$ cat src/rtl/mult_pkg.sv
// +----------------------------------------------------------------------+
// | mult_pkg : shared state encoding and operand/product types for       |
// |            seq_multiplier.                                           |
// | Revision : 1.0                                                       |
// +----------------------------------------------------------------------+
`default_nettype none

package mult_pkg;

  localparam int MULT_WIDTH = 5;

  typedef enum logic [1:0] {
    IDLE = 2'd0,
    CALC = 2'd1,
    DONE = 2'd2
  } mult_state_t;

  typedef logic [MULT_WIDTH-1:0]   mult_operand_t;
  typedef logic [2*MULT_WIDTH-1:0] mult_product_t;

endpackage

`default_nettype wire

$ cat src/rtl/seq_multiplier.sv
// +----------------------------------------------------------------------+
// | seq_multiplier : iterative shift-add unsigned multiplier with        |
// |                  valid/ready operand and product interfaces.         |
// | Option   : MULT_EARLY_TERM_EN stops iterating once multiplier is 0.  |
// | Revision : 1.0                                                       |
// +----------------------------------------------------------------------+
`default_nettype none

module seq_multiplier
  import mult_pkg::*;
#(
  parameter int WIDTH = MULT_WIDTH
) (
  input  logic               clk,
  input  logic               rst_n,
  input  logic               in_valid,
  output logic               in_ready,
  input  logic [WIDTH-1:0]   in_a,
  input  logic [WIDTH-1:0]   in_b,
  output logic               out_valid,
  input  logic               out_ready,
  output logic [2*WIDTH-1:0] out_m,
  output logic               busy
);

  localparam int              CW   = (WIDTH > 1) ? $clog2(WIDTH) : 1;
  localparam logic [CW-1:0]   LAST = CW'(WIDTH - 1);

  mult_state_t        state;
  logic [2*WIDTH-1:0] acc;
  logic [2*WIDTH-1:0] mcand;
  logic [WIDTH-1:0]   mplier;
  logic [CW-1:0]      count;

  logic [2*WIDTH-1:0] acc_next;
  logic [WIDTH-1:0]   mplier_next;
  logic               calc_done;

  always_comb begin
    acc_next    = mplier[0] ? (acc + mcand) : acc;
    mplier_next = mplier >> 1;
`ifdef MULT_EARLY_TERM_EN
    // Remaining multiplier bits all zero: the accumulator is already final.
    calc_done   = (count == LAST) || (mplier_next == '0);
`else
    calc_done   = (count == LAST);
`endif
    in_ready    = (state == IDLE);
    busy        = (state != IDLE);
  end

  always_ff @(posedge clk or negedge rst_n) begin
    if (!rst_n) begin
      state     <= IDLE;
      acc       <= '0;
      mcand     <= '0;
      mplier    <= '0;
      count     <= '0;
      out_valid <= 1'b0;
      out_m     <= '0;
    end else begin
      case (state)
        IDLE: begin
          if (in_valid) begin
            mcand  <= {{WIDTH{1'b0}}, in_a};
            mplier <= in_b;
            acc    <= '0;
            count  <= '0;
            state  <= CALC;
          end
        end
        CALC: begin
          acc    <= acc_next;
          mcand  <= mcand << 1;
          mplier <= mplier_next;
          count  <= count + 1'b1;
          if (calc_done) begin
            out_m     <= acc_next;
            out_valid <= 1'b1;
            state     <= DONE;
          end
        end
        DONE: begin
          // out_m is left untouched so the last product remains visible.
          if (out_ready) begin
            out_valid <= 1'b0;
            state     <= IDLE;
          end
        end
        default: begin
          state     <= IDLE;
          out_valid <= 1'b0;
        end
      endcase
    end
  end

endmodule

`default_nettype wire

$ cat config.mk
export PLATFORM = sky130hd
export DESIGN_NAME = seq_multiplier
export DESIGN_NICKNAME = d
export VERILOG_FILES = /design/src/rtl/mult_pkg.sv /design/src/rtl/seq_multiplier.sv
export SDC_FILE = /design/constraint.sdc
export NUM_CORES = 1
export LEC_CHECK = 0
export ABC_CLOCK_PERIOD_IN_PS = 3020
export CAP_MARGIN = 20
export CORE_AREA = 2 2 101 84
export DETAILED_ROUTE_END_ITERATION = 10
export DIE_AREA = 0 0 103 86
export HOLD_SLACK_MARGIN = 0.05
export PLACE_DENSITY = 0.58
export SYNTH_ARGS = -nofsm -noshare
export SYNTH_HDL_FRONTEND = slang
export SYNTH_SLANG_ARGS = --single-unit
$ cat constraint.sdc
create_clock -name clk -period 3.02 [get_ports clk]
set_clock_uncertainty 0.15 [all_clocks]
set_input_delay 0.906 -clock clk [delete_from_list [all_inputs] [get_ports clk]]
set_output_delay 0.906 -clock clk [all_outputs]
set_load 0.03 [all_outputs]
* Yosys cells after proc, flatten, opt, wreduce, memory -nomap -nowiden *
Index checks and enable logic that the tools add are counted.

storage, ports and cells
  flip-flop bits (word level) = 41
  bits of input ports = 14
  logic and storage cells = 39

cells by class
  bitwise gates (word level) = 1
  multiplexer cells = 16
  eq/ne operators = 6
  $add $sub $neg = 2
  reduce and logical (&&, ||, !) cells = 7

operator list
  kind                                                             number
  10-bit case mux with 2 select lines                              2
  10-bit two-way mux                                               3
  10-bit adder                                                     1
  5-bit case mux with 2 select lines                               1
  2-bit two-way mux                                                3
  2-bit != test, second input constant                             3
  2-bit case mux with 3 select lines                               1
  3-bit case mux with 2 select lines                               1
  3-bit AND reduction                                              2
  5-bit two-way mux                                                1
  2-bit AND reduction                                              2
  2-bit nonzero test                                               2
  3-bit by 1-bit adder with 3-bit output, second input constant    1
  3-bit == test, second input constant                             1
  3-bit two-way mux                                                1
  1-bit case mux with 3 select lines                               1
  2-bit by 1-bit == test with 1-bit output, second input constant  1
  2-bit == test, second input constant                             1
  2-bit logical NOT                                                1
  1-bit two-way mux                                                2
  1-bit inverter                                                   1

* Logic depth before layout (Yosys ltp) *
Gate-level depths: netlist of the first run.

  depth after elaboration = 3
  mapped depth = 8
  gate-level depth less buffers = 8

* Worst setup path after synthesis of the first run *
Ideal clock, no wire load.

  path type = register to register
  start = register acc[0]
  end = register out_m[8]
  required time = 2,746 ps
  library setup time = 124 ps
  setup slack = 685 ps
  buffers on the path = 0
  data arrival time = 2,061 ps
  cell stages (with the launch flop) = 9
  cells stage by stage = dfrtp_1 ha_1 fa_1 a21oi_2 o211ai_2 a2111oi_2 or3_4 mux2i_1 a211o_1

between the ends
  cells in the longest elaborated chain, start to end = 2

RTL lines
  element                   RTL line              RTL
  start: declaration        seq_multiplier.sv:30  logic [2*WIDTH-1:0] acc;
  start signal: assignment  seq_multiplier.sv:73  acc <= acc_next;
  10-bit adder              seq_multiplier.sv:40  acc_next = mplier[0] ? (acc + mcand) : acc;
  10-bit two-way mux        seq_multiplier.sv:40
  end signal: assignment    seq_multiplier.sv:78  out_m <= acc_next;
  end: declaration          seq_multiplier.sv:22  output logic [2*WIDTH-1:0] out_m,

No other way between the ends.
A chain may end at the register's enable or synchronous reset.

* Worst setup path in the final report of the first run *
  start = register state[0]
  end = output port in_ready

between the ends
  cells in the longest elaborated chain, start to end = 1

RTL lines
  element                   RTL line              RTL
  start: declaration        seq_multiplier.sv:29  mult_state_t state;
  start signal: assignment  seq_multiplier.sv:54  state <= IDLE;
  start signal: assignment  seq_multiplier.sv:69  state <= CALC;
  start signal: assignment  seq_multiplier.sv:80  state <= DONE;
  2-bit logical NOT         seq_multiplier.sv:48  in_ready = (state == IDLE);
  end: declaration          seq_multiplier.sv:17  output logic in_ready,

No other way between the ends.

==> results of run 1 <==
-- area by class of cell --
type | count | area (um2) | share of cell area
Clock buffer | 5 | 68.8 | 0.0249
Clock inverter | 3 | 17.5 | 0.00634
Tap cell | 108 | 135 | 0.0489
Timing Repair Buffer | 33 | 308 | 0.111
Sequential cell | 41 | 1030 | 0.372
Multi-Input combinational cell | 169 | 1180 | 0.426
Inverter | 8 | 30.0 | 0.0109
-- kinds of logic (layout without fill, tap and decap cells) --
kind of cell,after synthesis,in the layout
and+or+nand+nor,64,64
DFF,41,41
xor gates and xnor gates,6,6
muxes,15,15
AOI/OAI and AO/OA,72,72
adders and majority gates,12,12
buffers and inverters,20,49
-- flip-flops by register name (all words and copies together) (netlist names) --
register,cells
acc,10
count,3
mcand,10
mplier,5
out_m,10
out_valid,1
state,2
-- synth_stat cells, types with 2 or more instances --
master,count
dfrtp_1,41
nand2_1,28
o21ai_0,27
a22o_1,15
mux2i_1,13
ha_1,11
nor2_1,10
a21oi_1,8
clkbuf_1,8
inv_1,8
nor2b_1,7
nand3_1,4
nor3_1,4
xnor2_1,4
a22oi_1,3
a211oi_1,2
a211oi_2,2
buf_2,2
clkbuf_8,2
mux2_2,2
nand3b_1,2
nor3b_1,2
o211ai_1,2
o21a_1,2
o21bai_1,2
or2_2,2
xor2_1,2
-- worst max-delay path: stages (launching register included) --
cell	delay, ns
dfrtp_1	0.38
or2_2	0.31
inv_1	0.06
clkdlybuf4s50_1	0.66
-- final timing paths --
check,startpoint,slack [ns],to,cells after the start
max in group asynchronous,rst_n,1.70,state[1],2
hold reg to reg,out_m[6],0.33,out_m[6],2
setup / recovery,state[0],0.26,in_ready,3
setup reg to reg,acc[0],0.51,out_m[8],8
hold / removal,out_m[6],0.33,out_m[6],2
min in group asynchronous,rst_n,0.44,out_m[4],1
-- metrics by stage --
stage               setup slack [ns]  instance area (um2)
floorplan                      0.685                 2300
global placement               0.465                 2680
detailed placement             0.432                 2680
CTS                            0.232                 2760
global route                   0.165                 2760
finish                         0.258                 2760
-- routing by layer --
layer,share of wire,vias up
met5,0,-
met4,0.011,0
met3,0.032,5
met2,0.42,32
met1,0.53,837
li1,-,882
-- power groups by stage --
stage,logic (W),clock network (W),registers (W)
final,0.00143,0.000364,0.000957
after CTS,0.00144,0.000381,0.000958
after global routing,0.00158,0.000397,0.000995
after global placement,0.00141,0,0.000964
after detailed placement,0.00144,0,0.000964
after floorplan,0.000998,0,0.000995
==> reports/summary.txt, run 1 <==
Status -> finished, final reports clean
Ant. Diodes -> 0
Setup tns final -> 0 ns
Syn Nets -> 256
Arrival @ worst endpoint -> 1.71 ns
Vias per std cell -> 4.78
Leakage Power -> 1.24 nW
Slew @ Worst Pin -> 0.844 ns
Prevailing post-synth register cell -> dfrtp_1
Vias in the first global route -> 1668
CTS buffer count -> 5
Dpl cells -> 359
Largest net degree at the start of global routing -> 24
Post-Synth XOR/XNOR Area -> 0.0229
Psw -> 0.00120 W
CTS Sinks -> 41
Post CTS Setup Buffer Count -> 0
Largest family of logic cells by synthesized area -> compound AO/OA/AOI/OAI gates
CTS tree -> yes
Synth Area in Compound Gates -> 0.220
Clk pwr share -> 0.133
Post-cts sizing count -> 0
Io pins -> 27
RSZ-0062 raised after global routing -> no
Average footprint of a synthesized cell -> 10.0 um2
First-pass GRT wire length -> 8220 um
Crit path required time -> 1.96 ns
Gr usage total -> 0.120
Share of cells above drive strength 1 -> 0.104
Worst setup path class -> flip-flop to output port
M3 GR Usage -> 0.0277
Most frequent cells in the layout -> dfrtp_1 (41), nand2_1 (28), o21ai_0 (27)
Sw Share -> 0.436
Grt met2 use -> 0.168
Area contributors post-synth -> dfrtp_1 (45%), ha_1 (6.0%), o21ai_0 (5.9%)
Crit end category -> output port
# fillers -> 817
Yosys top cell by area -> dfrtp_1
Final hold vios -> 0
Power, Total -> 0.00275 W
Vias -> 1756
Synthesized area -> 2300 um2
H-Tree Depth -> 2
Gr busiest metal -> met1
Post-Synth Adder-Cell Area -> 0.0686
CTS Hold Bufs -> 0
Tmin final -> 2.76 ns
Initial antenna violation count -> 0
Reg power frac -> 0.348
Root buf cell -> clkbuf_8
Non-Filler Instances -> 367
Peak VDD IR -> 0.484 mV
Final Cycle Share -> 0.915
Synth-to-layout area growth -> 20.1%
Warnings, synthesis -> 0
Count of cell types in the netlist -> 42
Async set or reset register ratio after synthesis -> 1.00
Post-synth EDFFs -> 0
Initial DRT Pass Iterations -> 4
Die area -> 8860 um2
Combinational share of power -> 0.519
Highest clock rate -> 362 MHz
CP Max Fanout -> 2
Multiplexer share of the synthesized area -> 0.0664
Gp weighted congestion -> 0.858
Final Max Tran Viols -> 0
Worst setup SP type -> flip-flop
Met1 Use GR -> 0.180
Final core utilization -> 0.356
DRC -> 0
Antenna-violating nets left -> 0
Worst Hold Class -> flip-flop to flip-flop
Clock tree buffer depth -> 2
Seq/Total Area, Yosys -> 0.446
Layout Nets -> 284
Detailed Place HPWL -> 3480 um
Worst rel slew slack -> 0.437
Worst skew pair latency -> 0.30 ns
PwrDens -> 995 nW/um2
Hold slack -> 0.327 ns
Initial Util -> 0.296
Die height -> 86 um
Clock transition at path regs -> 0.09 ns
Grt ovf -> 0
Starting DRC count in detailed routing -> 123
Max-capacitance violation count -> 0
Synth top area share -> 0.446
Yosys reg bits -> 41
Most common cell after layout, fill and taps aside -> dfrtp_1
WL/cell -> 13.4 um
Synth Area in Simple Gates -> 0.134
Port Buffers -> 26
Setup Viol. Count Final -> 0
Post-Route WL -> 4920 um
Cells after synthesis -> 230
# rows -> 29
Core area -> 7760 um2
Cell internal pwr -> 0.00155 W
Die W -> 103 um
Note: power is estimated with default switching activity, not from simulation.
==> run 2: changes to the inputs <==
Settings changed: ABC_CLOCK_PERIOD_IN_PS 3020 to 2300, PLACE_DENSITY 0.58 to 0.6, RECOVER_POWER from default to 50.
Clock period 3.02 ns to 2.3 ns, I/O delays scaled along.
==> run 2 against run 1 <==
Compared with the run above:
- the flow now finishes with violations (setup timing)
- clock-buffer cell count stayed put
- flip-flop and latch count stayed put
- hold slack better by 0.0019 ns
- setup slack worse by 0.29 ns
- critical path depth is 5 higher
- non-clock buffer count is 9 higher
- via count is 0.40% higher
- sequential share of layout area is 1.4 points lower
- critical endpoint is now out_m[8]
==> reports/summary.txt, run 2 (synthesized netlist as in run 1, its figures left out) <==
Antenna-violating nets left -> 0
CTS Sinks -> 41
Final core utilization -> 0.370
Highest clock rate -> 429 MHz
Clock transition at path regs -> 0.08 ns
R2r worst-path depth -> 8
Setup WS pre-CTS -> -0.0446 ns
First-pass GRT wire length -> 8540 um
Vias in the first global route -> 1736
Max-capacitance violation count -> 0
Initial antenna violation count -> 0
Final Cycle Share -> 1.01
Crit path max-delay family -> compound AO/OA/AOI/OAI gates
Core area -> 7760 um2
RSZ-0062 raised after global routing -> yes
Vias per std cell -> 4.69
Max incr delay on CP -> 0.40 ns
Post-Route WL -> 5040 um
Initial Util -> 0.296
Critical path's slowest cell -> dfrtp_1
Initial DRT Pass Iterations -> 4
Most common cell after layout, fill and taps aside -> dfrtp_1
CTS tree -> yes
Worst setup path class -> flip-flop to flip-flop
Root buf cell -> clkbuf_8
Worst Hold Class -> flip-flop to flip-flop
Share of cells above drive strength 1 -> 0.149
Tmin final -> 2.33 ns
Detailed Place HPWL -> 3440 um
Clock tree buffer depth -> 2
Crit-path cells -> ha_2 > fa_2 > a21oi_2 > o211ai_2 > a2111oi_4 > or3_4 > mux2i_1 > a211o_1
Routed length on met1 -> 2660 um
Status -> finished, violations left
Final hold vios -> 0
Gr usage total -> 0.124
Vias -> 1763
Worst setup SP type -> flip-flop
WL/cell -> 13.4 um
Worst skew pair latency -> 0.30 ns
Failing checks -> setup timing
Met2 WL -> 2150 um
# rows -> 29
Largest regs -> acc (10), mcand (10), out_m (10)
Die W -> 103 um
Worst rel slew slack -> 0.307
Gp weighted congestion -> 0.767
Most frequent cells in the layout -> dfrtp_1 (41), nand2_1 (28), o21ai_0 (25)
Port Buffers -> 26
PwrDens -> 1330 nW/um2
DRC -> 0
Io pins -> 27
Synth-to-layout area growth -> 24.8%
Grt ovf -> 0
Register area -> 1030 um2
Hold-critical path depth -> 2
Area occupied by multi-input gates -> 1200 um2
Arrival @ worst endpoint -> 2.37 ns
Crit end category -> flip-flop
H-Tree Depth -> 2
Leakage Power -> 1.30 nW
Setup ws final -> -0.0318 ns
Die height -> 86 um
Crit path required time -> 2.34 ns
Die area -> 8860 um2
Detail Route met3 WL -> 182 um
Top Layer Used -> met4
Layout Nets -> 293
Peak VDD IR -> 0.548 mV
# fillers -> 807
Buf/Inv on CP -> 0
Final Max Tran Viols -> 0
Starting DRC count in detailed routing -> 96
Slew @ Worst Pin -> 1.04 ns
Largest net degree at the start of global routing -> 42
Ant. Diodes -> 0
Setup Viol. Count Final -> 1
CTS buffer count -> 5
CP Max Fanout -> 2
CP Depth -> 8
-- run 2: cell count changes in the layout (fill, tap and decap cells not counted), sizes merged --
cell / previous run / this run
buf: 8 / 16
bufinv: 0 / 1
clkbuf: 5 / 7
clkdlybuf4s50: 25 / 22
clkinv: 2 / 1
dlygate4sd2: 0 / 1
dlygate4sd3: 0 / 1
-- run 2: final cells by class --
| class | instances | share of cell area |
|---|---|---|
| clock buffer | 5 | 0.0240 |
| clock inverter | 3 | 0.0161 |
| sequential | 41 | 0.357 |
| inverter | 8 | 0.0105 |
| timing repair buffer | 42 | 0.128 |
| multi-input combinational | 169 | 0.417 |
| tap | 108 | 0.0471 |
-- run 2: final timing paths --
path	from	endpoint	slack, ns
hold / removal	out_m[6]	out_m[6]	0.33
hold reg to reg	out_m[6]	out_m[6]	0.33
setup reg to reg	acc[0]	out_m[8]	-0.03
setup / recovery	acc[0]	out_m[8]	-0.03
max in group asynchronous	rst_n	state[1]	0.87
min in group asynchronous	rst_n	out_m[4]	0.49
-- run 2: what timing repair did --
action                     in CTS  in global routing
setup endpoints to repair       3                  5
gates resized for setup         3                  3
buffers inserted                0                  2
pin swaps                       1                  1
hold buffers                    0                  0
-- run 2: worst register-to-register path, cell delays in order (launching register included) --
cell and delay [ns]:
dfrtp_1 0.40, ha_2 0.20, fa_2 0.36, a21oi_2 0.18, o211ai_2 0.13, a2111oi_4 0.30
or3_4 0.18, mux2i_1 0.07, a211o_1 0.26
-- run 2: routing by layer --
metal	GRT usage	vias to the layer above
met2	0.187	30
li1	-	902
met5	0	-
met3	0.0285	7
met4	0.0287	0
met1	0.179	824
-- run 2: report_power, final --
| group | internal, W | leakage [nW] | switching [W] | total [W] |
|---|---|---|---|---|
| logic | 0.000892 | 0.711 | 0.00110 | 0.00200 |
| clock network | 0.000325 | 0.0543 | 0.000282 | 0.000608 |
| registers | 0.000993 | 0.532 | 0.000235 | 0.00123 |
-- run 2: metrics by stage --
step / setup TNS (ns) / area, um2 / power, W / hold WS [ns] / cells
global route: -0.411 / 2870 / 0.00415 / 0.358 / 376
detailed placement: -0.0446 / 2730 / 0.00322 / 0.319 / 366
floorplan: 0 / 2300 / 0.00262 / 0.244 / 230
finish: -0.0318 / 2870 / 0.00383 / 0.329 / 376
CTS: -0.0265 / 2840 / 0.00384 / 0.323 / 374
global placement: -0.0306 / 2730 / 0.00318 / 0.310 / 366
